[src/rtl/key_matrix_scanner.sv]
// 4x8 active-low key matrix scanner with frame debounce and lowest-index priority note output.
// Define SUSTAIN_HOLD_EN to keep the last nonzero note when all keys are released.
module key_matrix_scanner #(
  parameter int SETTLE_CYCLES   = 1000,
  parameter int DEBOUNCE_FRAMES = 8
) (
  input  logic        clk,
  input  logic        rst,
  output logic [3:0]  rows,
  input  logic [7:0]  cols,
  output logic [31:0] note,
  output logic        note_change
);

  localparam logic [1:0] ST_SETTLE  = 2'd0;
  localparam logic [1:0] ST_SAMPLE  = 2'd1;
  localparam logic [1:0] ST_COMPARE = 2'd2;

  localparam logic [15:0] SETTLE_LAST = 16'(SETTLE_CYCLES - 1);
  localparam logic [7:0]  STABLE_MAX  = 8'(DEBOUNCE_FRAMES - 1);

  logic [1:0]  state;
  logic [1:0]  r;
  logic [15:0] settle_cnt;
  logic [7:0]  cols_s1;
  logic [7:0]  cols_s2;
  logic [31:0] frame;
  logic [31:0] prev_frame;
  logic [31:0] stable_keys;
  logic [7:0]  stable_cnt;
  logic [31:0] prio;

  // Sync flops idle high so an early sample reads "no key" rather than all-pressed.
  always_ff @(posedge clk) begin
    if (rst) begin
      cols_s1 <= 8'hFF;
      cols_s2 <= 8'hFF;
    end else begin
      cols_s1 <= cols;
      cols_s2 <= cols_s1;
    end
  end

  always_ff @(posedge clk) begin
    if (rst) begin
      state       <= ST_SETTLE;
      r           <= 2'd0;
      settle_cnt  <= 16'd0;
      frame       <= 32'd0;
      prev_frame  <= 32'd0;
      stable_cnt  <= 8'd0;
      stable_keys <= 32'd0;
    end else begin
      case (state)
        ST_SETTLE: begin
          if (settle_cnt == SETTLE_LAST) begin
            settle_cnt <= 16'd0;
            state      <= ST_SAMPLE;
          end else begin
            settle_cnt <= settle_cnt + 16'd1;
          end
        end
        ST_SAMPLE: begin
          frame[{r, 3'b000} +: 8] <= ~cols_s2;
          if (r == 2'd3) begin
            state <= ST_COMPARE;
          end else begin
            r     <= r + 2'd1;
            state <= ST_SETTLE;
          end
        end
        ST_COMPARE: begin
          if (frame == prev_frame) begin
            if (stable_cnt != STABLE_MAX) stable_cnt <= stable_cnt + 8'd1;
            // Covers both the frame that reaches the limit and every saturated frame after it.
            if (stable_cnt >= STABLE_MAX - 8'd1) stable_keys <= frame;
          end else begin
            stable_cnt <= 8'd0;
            prev_frame <= frame;
          end
          r     <= 2'd0;
          state <= ST_SETTLE;
        end
        default: begin
          r     <= 2'd0;
          state <= ST_SETTLE;
        end
      endcase
    end
  end

  always_comb begin
    rows = 4'b1111;
    if (state == ST_COMPARE) rows = 4'b1110;
    else rows[r] = 1'b0;
  end

  // Walk from the highest index down so the lowest pressed key is the last to win.
  always_comb begin
    prio = 32'd0;
    for (int k = 31; k >= 0; k--) begin
      if (stable_keys[k]) prio = 32'd1 << (31 - k);
    end
  end

  always_ff @(posedge clk) begin
    if (rst) begin
      note        <= 32'd0;
      note_change <= 1'b0;
    end else begin
      note_change <= 1'b0;
`ifdef SUSTAIN_HOLD_EN
      if ((prio != note) && (prio != 32'd0)) begin
`else
      if (prio != note) begin
`endif
        note        <= prio;
        note_change <= 1'b1;
      end
    end
  end

endmodule

[config.mk]
export PLATFORM = sky130hd
export DESIGN_NAME = key_matrix_scanner
export DESIGN_NICKNAME = d
export VERILOG_FILES = /design/src/rtl/key_matrix_scanner.sv
export SDC_FILE = /design/constraint.sdc
export NUM_CORES = 1
export LEC_CHECK = 0
export ABC_AREA = 1
export CAP_MARGIN = 15
export CELL_PAD_IN_SITES_DETAIL_PLACEMENT = 1
export CELL_PAD_IN_SITES_GLOBAL_PLACEMENT = 2
export CORE_MARGIN = 2
export CORE_UTILIZATION = 37
export CTS_CLUSTER_SIZE = 25
export DETAILED_ROUTE_END_ITERATION = 8
export GPL_TIMING_DRIVEN = 0
export PLACE_DENSITY = 0.95
export RECOVER_POWER = 50
export SLEW_MARGIN = 30
export SYNTH_ARGS = -nofsm -noshare
export SYNTH_HDL_FRONTEND = slang
export SYNTH_SLANG_ARGS = --single-unit
[constraint.sdc]
create_clock -name clk -period 3.6 [get_ports clk]
set_input_delay 0.54 -clock clk [delete_from_list [all_inputs] [get_ports clk]]
set_output_delay 0.54 -clock clk [all_outputs]
set_load 0.05 [all_outputs]
==> impl_metrics.json, run 1 <==
{
  "status": "finished, final reports clean",
  "clk_pin_slew_ns": 0.07,
  "layout_setup_ws_ns": 0.1873,
  "fmax_ghz": 0.2930,
  "pre_cts_slack_ns": 0.6730,
  "root_buffer": "clkbuf_16",
  "final_common_cell": "nand2_1",
  "relSlewSlack_pct": 40.05,
  "finalMaxSlewViolations": 0,
  "port_buffers": 46,
  "ctsResizeCount": 0,
  "finalClockSkew_ns": 0.01260,
  "nets": 1261,
  "rsz0062_at_grt": "false",
  "hold_viol_final": 0,
  "yosys-top-cells-area": "dfxtp_1, nand2_1, nor2_1, inv_1, o21ai_0",
  "globalRouteOverflowTotal": 0,
  "vias_per_cell": 4.980,
  "crit_chain": "clkinv_1 > ha_1 > clkbuf_1 > nor2_1 > clkdlybuf4s50_1",
  "gp_congestion": 0.8399,
  "hpwl_um": 18860,
  "wl_per_cell_um": 16.04,
  "grt_pass1_vias": 7790,
  "setup.worst_path.end": "rows[0]",
  "setup_viol": 0,
  "first_pass_iters": 4,
  "crit_type": "reg -> out",
  "worstPathMaxFanout": 11,
  "die_y_um": 153.0,
  "core.rowCount": 54,
  "coreArea_um2": 21820,
  "syn_area_per_cell_um2": 6.976,
  "cp_slowest_cell": "clkdlybuf4s50_1",
  "holdCritPathClass": "reg -> reg",
  "cts_made_buffers": 17,
  "track_usage_pct": 21.83,
  "syn2layout_area_growth_pct": 16.90,
  "io-pin-count": 47,
  "drive_gt1_share_pct": 7.325,
  "period_needed_ns": 3.413,
  "layout.area.seq_um2": 3463,
  "synth_area_leader_cell": "dfxtp_1",
  "ys_warn_count": 0,
  "worstReg2RegEnd": "stable_keys[18]",
  "yosysSeqAreaShare_pct": 42.14,
  "endpoint_kind": "output pin",
  "reg2reg_depth": 11,
  "worst_slew_pin_slew_ns": 0.8899,
  "syn_nets": 1196,
  "peakVddDrop_mv": 0.2819,
  "cts_tree": "done",
  "clockBufferDepth": 2,
  "start_kind": "flip-flop",
  "cp.arrival_ns": 2.87,
  "cts_max_level": 4,
  "clk_latency_ns": 0.45,
  "n_antenna_cell": 0,
  "initial_core_util_pct": 37.66,
  "period_share_pct": 94.80,
  "wl_um": 24630,
  "die_area_um2": 23420,
  "grt_max_degree": 17,
  "grt_pass1_wl_um": 40920,
  "ant_nets": 0,
  "netlist.area_leader.share_pct": 42.14,
  "cp-startpoint": "r[0]",
  "fillers": 2802,
  "synth-seq-cells": 173,
  "required_ns": 3.06,
  "slowest_delay_ns": 0.81,
  "final_cell_mix": "nand2_1, nor2_1, dfxtp_1, inv_1, o21ai_0",
  "setup-tns-final_ns": 0,
  "cts_setup_buffers": 0,
  "p_per_area_nw_per_um2": 564.6,
  "synth_cell_types": 35,
  "drc": 0,
  "reg2reg_slack_ns": 0.64,
  "synthCells": 1178,
  "die_w_um": 153.0,
  "total_power_w": 0.005424,
  "multi_input_area_um2": 4119,
  "cts.sinks": 173,
  "power_leakage_nw": 4.231,
  "worst_hold_slack_ns": 0.4122,
  "vias": 7650,
  "antenna_found_initial": 0,
  "drt_first_iter_violations": 324,
  "synth.cell_area_um2": 8218,
  "r2r-start": "frame[5]",
  "postCtsHoldBufs": 0,
  "cap_violations": 0
}
-- final cells by class --
type | count | area share (%)
sequential | 173 | 36.05
clock buffer | 19 | 4.715
clock inverter | 13 | 1.341
timing repair buffer | 46 | 4.793
inverter | 115 | 4.519
buffer | 43 | 2.058
multi-input combinational | 847 | 42.88
tap | 280 | 3.647
-- cells by family after synthesis --
logic type,Yosys count,share of synthesized area (%)
and+or+nand+nor,618,32.83
AOI/OAI and AO/OA,187,12.48
DFF,173,42.14
buffers and inverters,158,7.704
xor gates and xnor gates,34,3.624
adders and majority gates,8,1.218
-- stage by stage --
step | utilization [%] | std cells | area (µm²)
floorplan | - | 1178 | 8218
CTS | 44.04 | 1536 | 9610
global placement | 41.37 | 1504 | 9029
global route | 44.02 | 1536 | 9607
finish | 44.02 | 1536 | 9607
detailed placement | 41.37 | 1504 | 9029
-- worst min path at each step --
stage / start / end / slack, ns / cells past startpoint
finish: cols_s1[6] / cols_s2[6] / 0.41 / 1
global route: cols_s1[1] / cols_s2[1] / 0.43 / 1
CTS: cols_s1[6] / cols_s2[6] / 0.41 / 1
detailed placement: cols_s1[5] / cols_s2[5] / 0.40 / 1
global placement: cols_s1[7] / cols_s2[7] / 0.39 / 1
floorplan: cols_s1[0] / cols_s2[0] / 0.39 / 1
-- layer usage --
layer / track usage (%) / wire (µm) / part of all wire, %
met3: 3.856 / 684 / 2.8
met5: 0 / 0 / 0
met2: 38.46 / 12180 / 49
met4: 6.834 / 452 / 1.8
met1: 27.10 / 11310 / 46
-- registers in the layout, summed over array words and instances (netlist names) --
signal and cells:
state 2, settle_cnt 16, prev_frame 32, stable_cnt 8
note 32, frame 32, stable_keys 32, r 2
cols_s2 8, note_change 1, cols_s1 8
-- cell usage after synthesis --
cell      number
buf_6          3
nand2_1      239
nor2_4         7
inv_1        111
nand2_4        3
and3_1         1
clkbuf_1      30
nand2_2        5
xor2_1        14
a22oi_1       16
a211oi_1      12
nor3_1        18
o21ai_0       80
nand3_4        1
dfxtp_1      173
ha_1           8
nand4_1       25
nand3b_1      11
a31oi_1        8
o21ai_1        3
a221oi_1       2
clkinv_2       2
nor4_1         1
o211ai_1       1
or4_1          1
a21oi_1       65
or2_2         19
nor2_2        10
nor2_1       232
buf_4          1
clkinv_1       2
xnor2_1       20
nand3_1       43
buf_2          9
nand3b_2       2
-- critical path, delay by kind of cell (launching register included) --
family	cells	cell delay [ns]
flip-flops	1	0.49
adder cells (fa/ha/maj)	1	0.35
AND/OR/NAND/NOR	1	0.17
buffers and inverters	3	1.43
-- power by group --
| group | total [W] | leakage (nW) | switching, W | internal [W] |
|---|---|---|---|---|
| Combinational | 0.00154 | 2.55 | 0.000998 | 0.000542 |
| Clock | 0.00186 | 0.281 | 0.000857 | 0.00101 |
| Sequential | 0.00202 | 1.40 | 0.0000364 | 0.00198 |
No activity file was read; power rests on OpenSTA's default activity.
==> run 2: changes to the inputs <==
--- a/config.mk
+++ b/config.mk
@@ -6,7 +6,7 @@
 export NUM_CORES = 1
 export LEC_CHECK = 0
 export ABC_AREA = 1
-export CAP_MARGIN = 15
+export CAP_MARGIN = 20
 export CELL_PAD_IN_SITES_DETAIL_PLACEMENT = 1
 export CELL_PAD_IN_SITES_GLOBAL_PLACEMENT = 2
 export CORE_MARGIN = 2
==> results of run 2 <==
Same layout as run 1: the final DEF is identical, and so are final timing and power.
==> variant 1 (config.mk and constraints of run 1) <==
Reset style: asynchronous (`rst`), changed in 3 clocked blocks.
--- a/src/rtl/key_matrix_scanner.sv
+++ b/src/rtl/key_matrix_scanner.sv
@@ -32,5 +32,5 @@
 
   // Sync flops idle high so an early sample reads "no key" rather than all-pressed.
-  always_ff @(posedge clk) begin
+  always_ff @(posedge clk or posedge rst) begin
     if (rst) begin
       cols_s1 <= 8'hFF;
@@ -42,5 +42,5 @@
   end
 
-  always_ff @(posedge clk) begin
+  always_ff @(posedge clk or posedge rst) begin
     if (rst) begin
       state       <= ST_SETTLE;
@@ -104,5 +104,5 @@
   end
 
-  always_ff @(posedge clk) begin
+  always_ff @(posedge clk or posedge rst) begin
     if (rst) begin
       note        <= 32'd0;
Function: same outputs for any inputs over 10 cycles, from zero or initial values and one cycle with rst high; that may be too few to reach the edited logic, so the function may still have changed.
==> variant 1 against run 1 <==
- the flow now finishes with violations (capacitance limit, slew limit)
- worst setup slack improved by 0.16 ns
- core utilization increased by 0.14 points
- synthesized cell count decreased by 19%
- area after synthesis decreased by 0.94%
- sequential cell count unchanged
- routed wire length decreased by 18%
- cell area decreased by 0.30%
- clock skew decreased by 0.0023 ns
- via count decreased by 16%
- die area decreased by 0.92%
- first-iteration DRC count decreased by 40%
- highest routed layer unchanged
Power is not compared: it rests on default switching activity, and its combinational part moved more than twofold at a synthesized area within 25%.
==> variant 1: results (changes against run 1) <==
stage,metric,value,unit,change
die,fp.coreArea,21690,µm²,was 21820 µm²
sta,fin_crit_sh,0.9036,,was 0.9480
hold_path,hp-start,cols_s1[6],,unchanged
yosys,syn_nets,974,,was 1196
route,routedWlPerCell,15.32,µm,was 16.04 µm
place,dp_cells,1288,,was 1504
place,placed_area,9082,µm²,was 9029 µm²
finish,design_area,9578,µm²,was 9607 µm²
finish,register_area,4349,µm²,was 3463 µm²
yosys,ys_seq_area_frac,0.5343,,was 0.4214
place,pre_cts_ws,0.8437,ns,was 0.6730 ns
yosys,synth.area.top_cells,"dfrtp_1 48%, nand2_1 10%, inv_1 6.5%, o21ai_0 5.8%, dfstp_2 5.2%",,"was dfxtp_1 42%, nand2_1 11%, nor2_1 11%, inv_1 5.1%, o21ai_0 4.9%"
yosys,synth_compound_area_frac,0.08654,,was 0.1248
finish,nMultiInputCombCells,616,,was 847
place,dp_hpwl,15100,µm,was 18860 µm
route,vias,6396,,was 7650
critical_path,crit_arrival,2.71,ns,was 2.87 ns
finish,nonClockInverterCount,146,,was 115
grt,grtUsageTotal,0.1826,,was 0.2183
sta,report.final.slew_viol_count,60,,was 0
critical_path,timing.rr.end,note[17],,was stable_keys[18]
critical_path,reg2reg_depth,14,,was 11
route,wl_met1,9356,µm,was 11310 µm
critical_path,ff2ff_setup_slack,0.51,ns,was 0.64 ns
yosys,yosys.area_share.adder,0.01230,,was 0.01218
yosys,ys_types,39,,was 35
critical_path,crit_fanout,10,,was 11
status,violations,"capacitance limit, slew limit",,
critical_path,r2r-start,stable_keys[0],,was frame[5]
finish,nonClkBufAreaFrac,0.06532,,was 0.06851
route,dr_wl_met2,10180,µm,was 12180 µm
flow_run,maxCapViolations,2,,was 0
yosys,avgSynthCellArea,8.515,µm²,was 6.976 µm²
finish,clk_share,0.06257,,was 0.06056
yosys,async_reset_ff_frac,1.000,,was 0
hold_path,min_path_cells,0,,was 1
status,outcome,finished with violations,,"was complete, no violations"
critical_path,cpPeakStageDelay,0.84,ns,was 0.81 ns
hold_path,hold_end,cols_s2[6],,unchanged
sta,hold_ws,0.3579,ns,was 0.4122 ns
route,drt_iter0_drc,196,,was 324
variant 1: cell types whose count changed in the layout (fill, tap and decap cells not counted), moves of 13 or more:
cell             before  now
a21oi_1              65    3
dlygate4sd3_1        34   10
o21ai_0              81   94
nor2_1              233   94
nand2_1             239  225
dfstp_2               0   16
inv_1               111  141
dfxtp_1             173    0
dfrtp_1               0  157
clkdlybuf4s50_1      12   37
xor2_1               14   32
or2_2                19    1
a22oi_1              16    0
variant 1: worst max-delay path by stage:
stage,cells after the start,endpoint,startpoint
after floorplan,1,frame[0],rst
after global placement,2,note[25],rst
after detailed placement,5,rows[0],r[0]
after CTS,5,rows[0],r[0]
after global routing,4,note[7],rst
final,5,rows[0],r[0]
variant 1: routing by layer:
layer	GRT usage	vias to the layer above
met1	0.2333	3144
met5	0	-
met4	0.05385	0
met2	0.3168	62
met3	0.03328	20
li1	-	3170
==> variant 2 (config.mk and constraints of run 1) <==
Made on the original files. The option `SUSTAIN_HOLD_EN` is turned on by a define.
--- a/src/rtl/key_matrix_scanner.sv
+++ b/src/rtl/key_matrix_scanner.sv
@@ -1,4 +1,6 @@
 // 4x8 active-low key matrix scanner with frame debounce and lowest-index priority note output.
 // Define SUSTAIN_HOLD_EN to keep the last nonzero note when all keys are released.
+`define SUSTAIN_HOLD_EN
+
 module key_matrix_scanner #(
   parameter int SETTLE_CYCLES   = 1000,
Behaviour: no difference found for any inputs over 10 cycles, from zero or initial values and one cycle with rst high; that may be too few to reach the edited logic, so the function may still have changed.
==> variant 2 against run 1 <==
- sequential share of layout area shrank 1.7 points
- global-route usage is 0.18 points higher
- critical path depth is the same
- routed wire length grew 5.3%
- core utilization fell by 0.70 points
- register-to-register slack improved by 0.19 ns
- sequential cell count did not move
- cell area grew 4.9%
- die area increased by 5.3%
- worst setup slack worse by 0.035 ns
- area after synthesis up 5.5%
- largest cell class unchanged
Power is not compared: it rests on default switching activity, and its combinational part moved more than twofold at a synthesized area within 25%.
==> variant 2: results (changes against run 1) <==
stage,metric,value,unit,change
route,wl,25930,µm,was 24630 µm
route,viasPerCell,4.894,,was 4.980
yosys,async_reset_ff_frac,0,,unchanged
finish,drive_above_1_share,0.06223,,was 0.07325
finish,antennaDiodeCount,0,,unchanged
clock_tree,cts-root-buf,clkbuf_16,,unchanged
clock_tree,clk_pin_slew,0.07,ns,about the same
finish,finalNetCount,1371,,was 1261
route,wl_met1,12260,µm,was 11310 µm
yosys,synth.area.top_cells,"dfxtp_1 40%, nand2_1 11%, nor2_1 11%, inv_1 5.8%, nand3_1 5.7%",,"was dfxtp_1 42%, nand2_1 11%, nor2_1 11%, inv_1 5.1%, o21ai_0 4.9%"
grt,met2_usage,0.3912,,was 0.3846
place,place_congestion,0.8864,,was 0.8399
yosys,ys_seq_area_frac,0.3996,,was 0.4214
sta,skew,0.009910,ns,was 0.01260 ns
yosys,synth_compound_area_frac,0.1080,,was 0.1248
grt,antenna_found_initial,0,,unchanged
status,outcome,"complete, no violations",,unchanged
route,drt_iter0_drc,324,,unchanged
clock_tree,cts_buffer_depth,2,,unchanged
clock_tree,post_cts_buffers,0,,unchanged
route,dr_wl_met2,12800,µm,was 12180 µm
critical_path,crit_fanout,12,,was 11
yosys,syn_nets,1307,,was 1196
yosys,muxShareOfSynthArea,0,,unchanged
grt,met3_usage,0.02974,,was 0.03856
critical_path,crit_arrival,2.91,ns,was 2.87 ns
critical_path,reg2reg_depth,19,,was 11
finish,fillers,3092,,was 2802
hold_path,min_path_cells,1,,unchanged
route,highest_layer,met4,,unchanged
yosys,yosys.area_share.adder,0.01155,,was 0.01218
grt,met1_usage,0.2784,,was 0.2710
grt,grt_pass1_vias,8368,,was 7790
clock_tree,clk_latency,0.43,ns,was 0.45 ns
yosys,synth_xor_area_frac,0.03436,,was 0.03624
clock_tree,cts_max_level,4,,unchanged
route,drc,0,,unchanged
sta,relSlewSlack,0.5565,,was 0.4005
route,wl_met3,482,µm,was 684 µm
clock_tree,cts_inserted_buffers,17,,unchanged
clock_tree,cts_resized,0,,unchanged
grt,grtUsageTotal,0.2202,,was 0.2183
yosys,synth_common_cells,"257 x nand2_1, 246 x nor2_1, 173 x dfxtp_1",,"was 239 x nand2_1, 232 x nor2_1, 173 x dfxtp_1"
route,drt_first_pass_iters,5,,was 4
hold_path,min_path_type,reg2reg,,unchanged
place,port_buffers,45,,was 46
power,vdd_drop_max,0.2645,mV,
grt,grt_max_degree,17,,unchanged
yosys,ys_types,35,,unchanged
place,dp_hpwl,20070,µm,was 18860 µm
grt,grt_pass1_wl,42950,µm,was 40920 µm
power,power_leakage,0.004461,µW,
variant 2: cell types whose count changed in the layout (fill, tap and decap cells not counted), sizes merged, moves of 11 or more:
cell,change
a21oi,+12
o21ai,-32
inv,+24
nor3,+11
nand2,+14
nand3,+56
variant 2: kinds of logic after synthesis:
family / count (synthesis)
adders and majority gates: 8
xor gates and xnor gates: 34
AOI/OAI and AO/OA: 168
and+or+nand+nor: 712
DFF: 173
buffers and inverters: 194
variant 2: critical path, stage by stage (launching register included):
cell and delay [ns]:
dfxtp_1 0.47, clkinv_1 0.37, ha_1 0.39, clkbuf_1 0.26
nor2_1 0.16, clkdlybuf4s50_1 0.82
variant 2: power by group:
group / internal (µW) / total [µW] / switching [µW]
registers: 1920 / 1930 / 5.79
logic: 28.6 / 82.3 / 53.7
clock network: 967 / 1800 / 831
variant 2: stage by stage:
stage               area [µm²]  instances  setup slack, ns
CTS                      10080       1685           0.1635
finish                   10080       1685           0.1525
detailed placement        9517       1653           0.6593
floorplan                 8667       1289            1.209
global placement          9517       1653           0.6401
global route             10080       1685          0.02207
variant 2: worst paths after layout:
kind	from	endpoint	slack (ns)
worst min-delay path	cols_s1[2]	cols_s2[2]	0.41
worst max-delay path	r[0]	rows[0]	0.15
worst max register to register	stable_keys[0]	note[11]	0.83
worst min register to register	cols_s1[2]	cols_s2[2]	0.41
variant 2: layout make-up:
type	count	area share
Sequential cell	173	0.3436
Buffer	58	0.02719
Clock inverter	14	0.01316
Tap cell	319	0.03960
Clock buffer	18	0.04258
Inverter	136	0.05065
Timing Repair Buffer	45	0.04469
Multi-Input combinational cell	922	0.4385
